### src/rtl/fma_pkg.sv
// Shared constants and types for the binary32 FMA normalise/round/pack stage.
// The magnitude is aligned so that bit NORM_POS carries weight 2^0 at the incoming exponent.
package fma_pkg;
    localparam int MW       = 48;
    localparam int EW       = 10;
    localparam int BIAS     = 127;
    localparam int EXP_MAX  = 255;
    localparam int NORM_POS = 46;

    localparam int EXP_W  = 8;
    localparam int FRAC_W = 23;

    typedef struct packed {
        logic ovf;
        logic unf;
        logic inx;
    } fma_flags_t;
endpackage

### src/rtl/fma_round_pack.sv
// Combinational round-to-nearest-even and binary32 packing of a normalised magnitude.
// frac_in holds the bits below the (implicit) leading one; exponent range checks happen after rounding.
module fma_round_pack
    import fma_pkg::*;
(
    input  logic                 sign,
    input  logic                 zero,
    input  logic [NORM_POS-1:0]  frac_in,
    input  logic                 shout,
    input  logic signed [EW:0]   exp_adj,
    output logic [31:0]          result,
    output fma_flags_t           flags
);
    localparam logic signed [EW:0] EXP_TOP  = (EW+1)'(EXP_MAX);
    localparam logic signed [EW:0] EXP_NONE = '0;

    logic [FRAC_W-1:0]    frac;
    logic                 guard;
    logic                 sticky;
    logic                 round_up;
    logic [FRAC_W:0]      frac_sum;
    logic signed [EW:0]   exp_r;

    always_comb begin
        frac     = frac_in[NORM_POS-1 -: FRAC_W];
        guard    = frac_in[NORM_POS-1-FRAC_W];
        sticky   = (|frac_in[NORM_POS-2-FRAC_W:0]) | shout;
        round_up = guard & (sticky | frac[0]);
        // A carry out of the fraction means the significand reached 2^24; the low bits are then zero.
        frac_sum = {1'b0, frac} + {{FRAC_W{1'b0}}, round_up};
        exp_r    = exp_adj + $signed({{EW{1'b0}}, frac_sum[FRAC_W]});

        result = '0;
        flags  = '0;
        if (zero) begin
            result = {sign, {(EXP_W+FRAC_W){1'b0}}};
        end else if (exp_r >= EXP_TOP) begin
            result    = {sign, {EXP_W{1'b1}}, {FRAC_W{1'b0}}};
            flags.ovf = 1'b1;
            flags.inx = 1'b1;
        end else if (exp_r <= EXP_NONE) begin
            result    = {sign, {(EXP_W+FRAC_W){1'b0}}};
            flags.unf = 1'b1;
            flags.inx = 1'b1;
        end else begin
            result    = {sign, exp_r[EXP_W-1:0], frac_sum[FRAC_W-1:0]};
            flags.inx = guard | sticky;
        end
    end
endmodule

### src/rtl/fma_norm_round.sv
// Final FMA stage: registers the raw sum and detector position, normalises, rounds and packs.
// Handshake: a beat moves on valid&ready; each stage loads when empty or when its successor moves.
module fma_norm_round
    import fma_pkg::*;
(
    input  logic            clk,
    input  logic            rst,
    input  logic            in_valid,
    output logic            in_ready,
    input  logic [MW-1:0]   mant_in,
    input  logic [7:0]      lead_pos,
    input  logic [EW-1:0]   exp_in,
    input  logic            sign_in,
    output logic            out_valid,
    input  logic            out_ready,
    output logic [31:0]     result,
    output logic            flag_ovf,
    output logic            flag_unf,
    output logic            flag_inx
);
    localparam logic signed [EW:0] EXP_ONE = (EW+1)'(1);

    logic            s1_valid;
    logic [MW-1:0]   s1_mant;
    logic [7:0]      s1_lead;
    logic [EW-1:0]   s1_exp;
    logic            s1_sign;

    logic            s2_valid;
    logic [31:0]     s2_result;
    fma_flags_t      s2_flags;

    logic            s1_adv;
    logic            s2_adv;

    logic                 zero;
    logic [7:0]           shamt;
    logic [NORM_POS-1:0]  norm;
    logic                 shout;
    logic signed [EW:0]   exp_adj;
    logic [31:0]          rp_result;
    fma_flags_t           rp_flags;

    assign s2_adv   = !s2_valid || out_ready;
    assign s1_adv   = !s1_valid || s2_adv;
    assign in_ready = s1_adv;

    always_ff @(posedge clk or posedge rst) begin
        if (rst) begin
            s1_valid <= 1'b0;
            s1_mant  <= '0;
            s1_lead  <= '0;
            s1_exp   <= '0;
            s1_sign  <= 1'b0;
        end else if (s1_adv) begin
            s1_valid <= in_valid;
            if (in_valid) begin
                s1_mant <= mant_in;
                s1_lead <= lead_pos;
                s1_exp  <= exp_in;
                s1_sign <= sign_in;
            end
        end
    end

    // The detector output is meaningless for a zero magnitude, and out-of-range positions are treated alike.
    always_comb begin
        zero    = (s1_mant == '0) || (s1_lead > 8'(NORM_POS + 1));
        shamt   = '0;
        norm    = NORM_POS'(s1_mant);
        shout   = 1'b0;
        exp_adj = {s1_exp[EW-1], s1_exp};
        if (!zero) begin
            if (s1_lead == 8'(NORM_POS + 1)) begin
                norm    = NORM_POS'(s1_mant >> 1);
                shout   = s1_mant[0];
                exp_adj = {s1_exp[EW-1], s1_exp} + EXP_ONE;
            end else begin
                shamt   = 8'(NORM_POS) - s1_lead;
                norm    = NORM_POS'(s1_mant << shamt);
                exp_adj = {s1_exp[EW-1], s1_exp} - $signed({{(EW+1-8){1'b0}}, shamt});
            end
        end
    end

    fma_round_pack u_round_pack (
        .sign    (s1_sign),
        .zero    (zero),
        .frac_in (norm),
        .shout   (shout),
        .exp_adj (exp_adj),
        .result  (rp_result),
        .flags   (rp_flags)
    );

    always_ff @(posedge clk or posedge rst) begin
        if (rst) begin
            s2_valid  <= 1'b0;
            s2_result <= '0;
            s2_flags  <= '0;
        end else if (s2_adv) begin
            s2_valid <= s1_valid;
            if (s1_valid) begin
                s2_result <= rp_result;
                s2_flags  <= rp_flags;
            end
        end
    end

    assign out_valid = s2_valid;
    assign result    = s2_result;
    assign flag_ovf  = s2_flags.ovf;
    assign flag_unf  = s2_flags.unf;
    assign flag_inx  = s2_flags.inx;
endmodule

### config.mk
export PLATFORM = sky130hd
export DESIGN_NAME = fma_norm_round
export DESIGN_NICKNAME = d
export VERILOG_FILES = /design/src/rtl/fma_pkg.sv /design/src/rtl/fma_round_pack.sv /design/src/rtl/fma_norm_round.sv
export SDC_FILE = /design/constraint.sdc
export NUM_CORES = 1
export LEC_CHECK = 0
export ABC_CLOCK_PERIOD_IN_PS = 12240
export BUFFER_PORTS_ARGS = -buffer_cell sky130_fd_sc_hd__buf_4
export CORE_AREA = 2 2 138 140
export CTS_CLUSTER_DIAMETER = 40
export DETAILED_ROUTE_END_ITERATION = 12
export DIE_AREA = 0 0 140 142
export GPL_TIMING_DRIVEN = 0
export PLACE_DENSITY = 0.74
export SETUP_SLACK_MARGIN = 0.2
export SYNTH_ARGS = -nofsm -noshare
export SYNTH_HDL_FRONTEND = slang
export SYNTH_SLANG_ARGS = --single-unit
export TNS_END_PERCENT = 50
### constraint.sdc
create_clock -name clk -period 12.24 [get_ports clk]
set_input_delay 0 -clock clk [delete_from_list [all_inputs] [get_ports clk]]
set_output_delay 0 -clock clk [all_outputs]
set_load 0.1 [all_outputs]
# Word-level counts from Yosys, hierarchy flattened
# Index checks and enable logic that the tools add are counted.
# classes
addsub	5
n_lt_le_gt_ge	3
n_eq_ne	1
shift	1
n_mux	15
bitwise	4
n_reduce_logical	9
# ops
cell	count
$mux 31	3
$mux 46	2
$logic_not 48->1	1
$shl 48x8->46	1
$add 23x1->24	1
$mux 11	2
$reduce_or 22->1	1
$add 10x2->11 const B	1
$add 11x2->11	1
$ge 11x9->1 const B	1
$le 11x1->1 const B	1
$sub 10x9->11	1
$eq 8x6->1 const B	1
$gt 8x6->1 const B	1
$sub 6x8->8 const A	1
$mux 1	7
$reduce_and 2->1	2
$logic_or 1x1->1	3
$mux 3	1
$or 1x1->1	3
$logic_not 1->1	2
$and 1x1->1	1
# totals
reg_bits	104
in_bits	71
output_inout_bits	37
wordCells	48

# Longest topological paths before layout
# depth
word_depth	14
depth_mapped	29
depth_no_buf	22

# By module
# Synthesis repeated with hierarchy kept, for this count alone.
# hier_totals
cells_unflattened	1112
hier_area_um2	9984.6
# modules_own_cells
mod	n_inst	cells_per_inst	area_each_um2	seq_area_each_um2
fma_norm_round	1	934	8734.6	2602.5
fma_round_pack	1	178	1249.9	0.0

# Worst setup path after synthesis
# Ideal clock, no wire load.
# synth_path
kind	flip-flop to flip-flop
start	register s1_lead[0]
end	register s2_result[12] (netlist: result[12])
setup_time_ns	0.135
arrival_time_ns	6.088
required_ns	12.105
slack_ns	6.017
stages_incl_launch_ff	28
n_path_buf	7
period_less_slack_ns	6.223
cell_sequence	dfrtp_1 > buf_4 > inv_2 > clkbuf_1 > ha_1 > buf_4 > buf_8 > inv_2 > buf_2 > clkbuf_1 > nor3_1 > a222oi_1 > a221o_1 > mux2i_1 > nor4_2 > nand2_1 > or3_1 > nor4_1 > ha_1 > and3_1 > nand3_1 > mux2i_1 > a21boi_0 > xor2_1 > o31a_1 > nand3_1 > clkbuf_1 > o21ai_0
# synth_via
elab_chain_cells	14
word_cells_on_any_way	23
classes_between	add/sub (4); order compare (3); eq/ne (1); shift (1); mux (9); bitwise (3); reduce/logical (2)
# synth_lines
item	line	rtl
start, declared	fma_norm_round.sv:25	logic [7:0] s1_lead;
start signal, assigned	fma_norm_round.sv:59	s1_lead <= lead_pos;
$sub 6x8->8	fma_norm_round.sv:79	shamt = 8'(NORM_POS) - s1_lead;
$shl 48x8->46	fma_norm_round.sv:80	norm = NORM_POS'(s1_mant << shamt);
$mux 46	fma_norm_round.sv:74	if (s1_lead == 8'(NORM_POS + 1)) begin
$mux 46	fma_norm_round.sv:73	if (!zero) begin
$reduce_or 22->1	fma_round_pack.sv:27	sticky = (|frac_in[NORM_POS-2-FRAC_W:0]) | shout;
$or 1x1->1	fma_round_pack.sv:27	
$or 1x1->1	fma_round_pack.sv:28	round_up = guard & (sticky | frac[0]);
$and 1x1->1	fma_round_pack.sv:28	
$add 23x1->24	fma_round_pack.sv:30	frac_sum = {1'b0, frac} + {{FRAC_W{1'b0}}, round_up};
$add 11x2->11	fma_round_pack.sv:31	exp_r = exp_adj + $signed({{EW{1'b0}}, frac_sum[FRAC_W]});
$le 11x1->1	fma_round_pack.sv:41	end else if (exp_r <= EXP_NONE) begin
$mux 31	fma_round_pack.sv:41	
$mux 31	fma_round_pack.sv:37	end else if (exp_r >= EXP_TOP) begin
$mux 31 (*)	fma_round_pack.sv:35	if (zero) begin
end signal, assigned	fma_norm_round.sv:104	s2_result <= rp_result;
end, declared	fma_norm_round.sv:30	logic [31:0] s2_result;
# Every way passes the cells marked *; elsewhere a longest branch is shown, timed or not.
# A chain may end at the register's enable or synchronous reset.

# Worst setup path after layout
# layout_path
start	register s1_lead[0]
end	register s2_result[14] (netlist: result[14])
# Same word-level chain as after synthesis.

==> impl_metrics.ini <==
[outcome]
status = finished, violations left
failed_checks = DRC

[synth]
syn_area_um2 = 9820
synth_cell_type_count = 96
synth-seq-cells = 104
yosysWarnings = 0
synthFlopType = dfrtp_1
seq_area_frac_synth = 0.265
syn_inst = 1031
synth_top_area_share = 0.265
synth_area_leader_cell = dfrtp_1
yosysMostFrequentCell = dfrtp_1
synthTopCellsByCount = dfrtp_1 (104), mux2_2 (92), nand2_1 (88)
async_flop_share = 1.00
synth_edf_count = 0
synth.avg_cell_area_um2 = 9.52
synth_area_leaders = dfrtp_1 (27%), mux2_2 (11%), mux2i_1 (8.4%), mux4_2 (7.1%), nand2_1 (3.4%)
syn-num-nets = 1119

[global_routing]
grt_antenna_before_repair = 0
grt_max_degree = 56
overflow = 0
use_met3 = 0.0744
grtUsageTotal = 0.397
use_met2 = 0.645
grt_use_met1 = 0.497
grt_pass1_vias = 9881
busiest_layer = met2
grt_first_pass_wirelength_um = 59300

[layout]
nNetsFinal = 1309
nFillCells = 1512
syn2layout_area_growth_pct = 21.7
final_cells = 1460
regArea_um2 = 2600
multi_input_area_um2 = 6670
drive_gt1_frac = 0.261
postLayoutCoreUtil = 0.648
diodes = 0

[drt]
drc = 8
vias_per_cell = 6.86
wire_per_inst_um = 26.9
vias = 10000
drt_iter0_drc = 846
drt-total-wl_um = 39300
ant_nets = 0
detailedRoute.firstPassIterationCount = 10

[die]
rows = 50
die_w_um = 140
die_h_um = 142
die-area_um2 = 19900
ios = 108
core-area_um2 = 18500
start_util = 0.532

[timing]
finalSetupTns_ps = 0
maxSlewHeadroom = 0.192
post-route-period-util = 0.750
fin_ws_ps = 3060
fin_crit_ps = 9180
clock.fmax_mhz = 109
slew_violations = 0
finClkSkew_ps = 8.20
setup_viol = 0
tightest_slew_ps = 1210
finalHoldViolCount = 0
rsz0062_at_grt = no

[place]
place_congestion = 1.05
io_buffers = 107
dpl_worst_slack_ps = 3390
dp_cells = 1373
post-dp-hpwl_um = 29400

[run]
max_cap_viol_count = 0

[worst_hold_path]
hp-class = primary input to async pin

[clock_network]
ctsResizeCount = 0
cts.sinks = 104
cts_setup_buffers = 0
clockBufferDepth = 2
ctsHoldBuffers = 71
cts_htree_levels = 3
path_clk_slew_ps = 80
cts_tree = yes
cts_root_buf = clkbuf_16
cts_buffers = 9
clk_latency_ps = 360

[worst_setup_path]
cp.required_ps = 12470
critPathKind = register to register
r2r_end = result[14]
start_kind = register
cp.arrival_ps = 9410
cp_max_fo = 10
crit_path_end_kind = register
r2r-start = s1_lead[0]
rrSetupSlack_ps = 3060
r2r_cells = 27

[power_and_ir_drop]
total_power_mw = 2.03
p_leak_nw = 4.99
p_per_area_nw_per_um2 = 169
peakVddDrop_v = 0.000107
==> worst max path at each step <==
stage	start	endpoint	slack [ps]	cells past startpoint
3_5_place_dp	s1_lead[0]	result[17]	3390	27
2_1_floorplan	s1_lead[0]	result[12]	6020	27
4_1_cts	s1_lead[0]	result[12]	3340	27
6_report	s1_lead[0]	result[14]	3060	27
3_3_place_gp	s1_lead[0]	result[19]	3440	27
5_1_grt	s1_lead[0]	result[19]	2720	27
==> state kept, by name (all words and copies together), names as in the netlist <==
register   count
s1_lead        8
flag_unf       1
s1_sign        1
flag_ovf       1
s1_mant       48
out_valid      1
flag_inx       1
s1_exp        10
s1_valid       1
result        32
==> routing by layer <==
layer  up-vias  share of wire
met5         -              0
met4         0          0.066
met3       163          0.092
met2       691           0.46
met1      4837           0.38
li1       4326              -
==> cell type report <==
| class | count | area share |
|---|---|---|
| clock buffers | 11 | 0.0195 |
| repair buffers | 179 | 0.129 |
| plain buffers | 80 | 0.0397 |
| inverters | 18 | 0.00586 |
| clock inverters | 5 | 0.00544 |
| well taps | 234 | 0.0245 |
| flip-flops and latches | 104 | 0.218 |
| multi-input cells | 829 | 0.558 |
==> per-stage QoR <==
| stage | cell area [µm²] | hold slack [ps] |
|---|---|---|
| after floorplan | 9820 | 108 |
| after global placement | 10900 | 201 |
| after detailed placement | 10900 | 125 |
| after CTS | 12000 | 312 |
| after global routing | 12000 | 372 |
| final | 12000 | 307 |
==> report_power, final <==
group / internal, mW / total, mW / switching [mW]
sequential: 0.388 / 0.454 / 0.0655
clock: 0.162 / 0.307 / 0.146
combinational: 0.469 / 1.26 / 0.795
total: 1.02 / 2.03 / 1.01
==> cell families after synthesis <==
group | share of synthesized area
and+or+nand+nor | 0.162
adders and majority gates | 0.0224
muxes | 0.262
AOI/OAI and AO/OA | 0.182
DFF | 0.265
buffers and inverters | 0.0552
xor gates and xnor gates | 0.0515
==> critical path: stages, from the launching register on <==
cell      delay, ps
dfrtp_1         400
buf_4           180
inv_2           210
clkbuf_1        780
ha_1            410
buf_4           210
buf_8           160
inv_2            60
buf_2           310
clkbuf_1        680
nor3_1          150
a222oi_1        670
a221o_1         250
mux2i_1         160
nor4_2          460
nand2_1         190
or3_1           450
nor4_1          710
ha_1            310
and3_1          200
nand3_1         150
mux2i_1         320
a21boi_0        300
xor2_1          280
nand4_1         210
nand3_1         280
clkbuf_1        370
o21ai_0         170
==> layout by cell type (no fill, tap or decap), types with 8 or more instances in the layout <==
cell,instances
buf_4,121
dfrtp_1,104
mux2_2,92
nand2_1,88
mux2i_1,82
dlygate4sd3_1,71
nor2_1,54
a21oi_1,46
clkbuf_1,36
nand3_1,36
o21ai_0,34
nor3_1,32
mux4_2,31
xnor2_1,29
xor2_1,20
buf_2,17
ha_1,16
inv_1,15
nor4_1,15
and3_1,12
nand2b_1,11
o21ai_1,11
a22o_1,11
a31oi_1,10
nand4_1,9
a21o_1,9
o22ai_1,9
a32oi_1,9
a221o_1,9
clkbuf_16,9
nor2b_1,8
buf_6,8
Note: power is estimated with default switching activity, not from simulation.
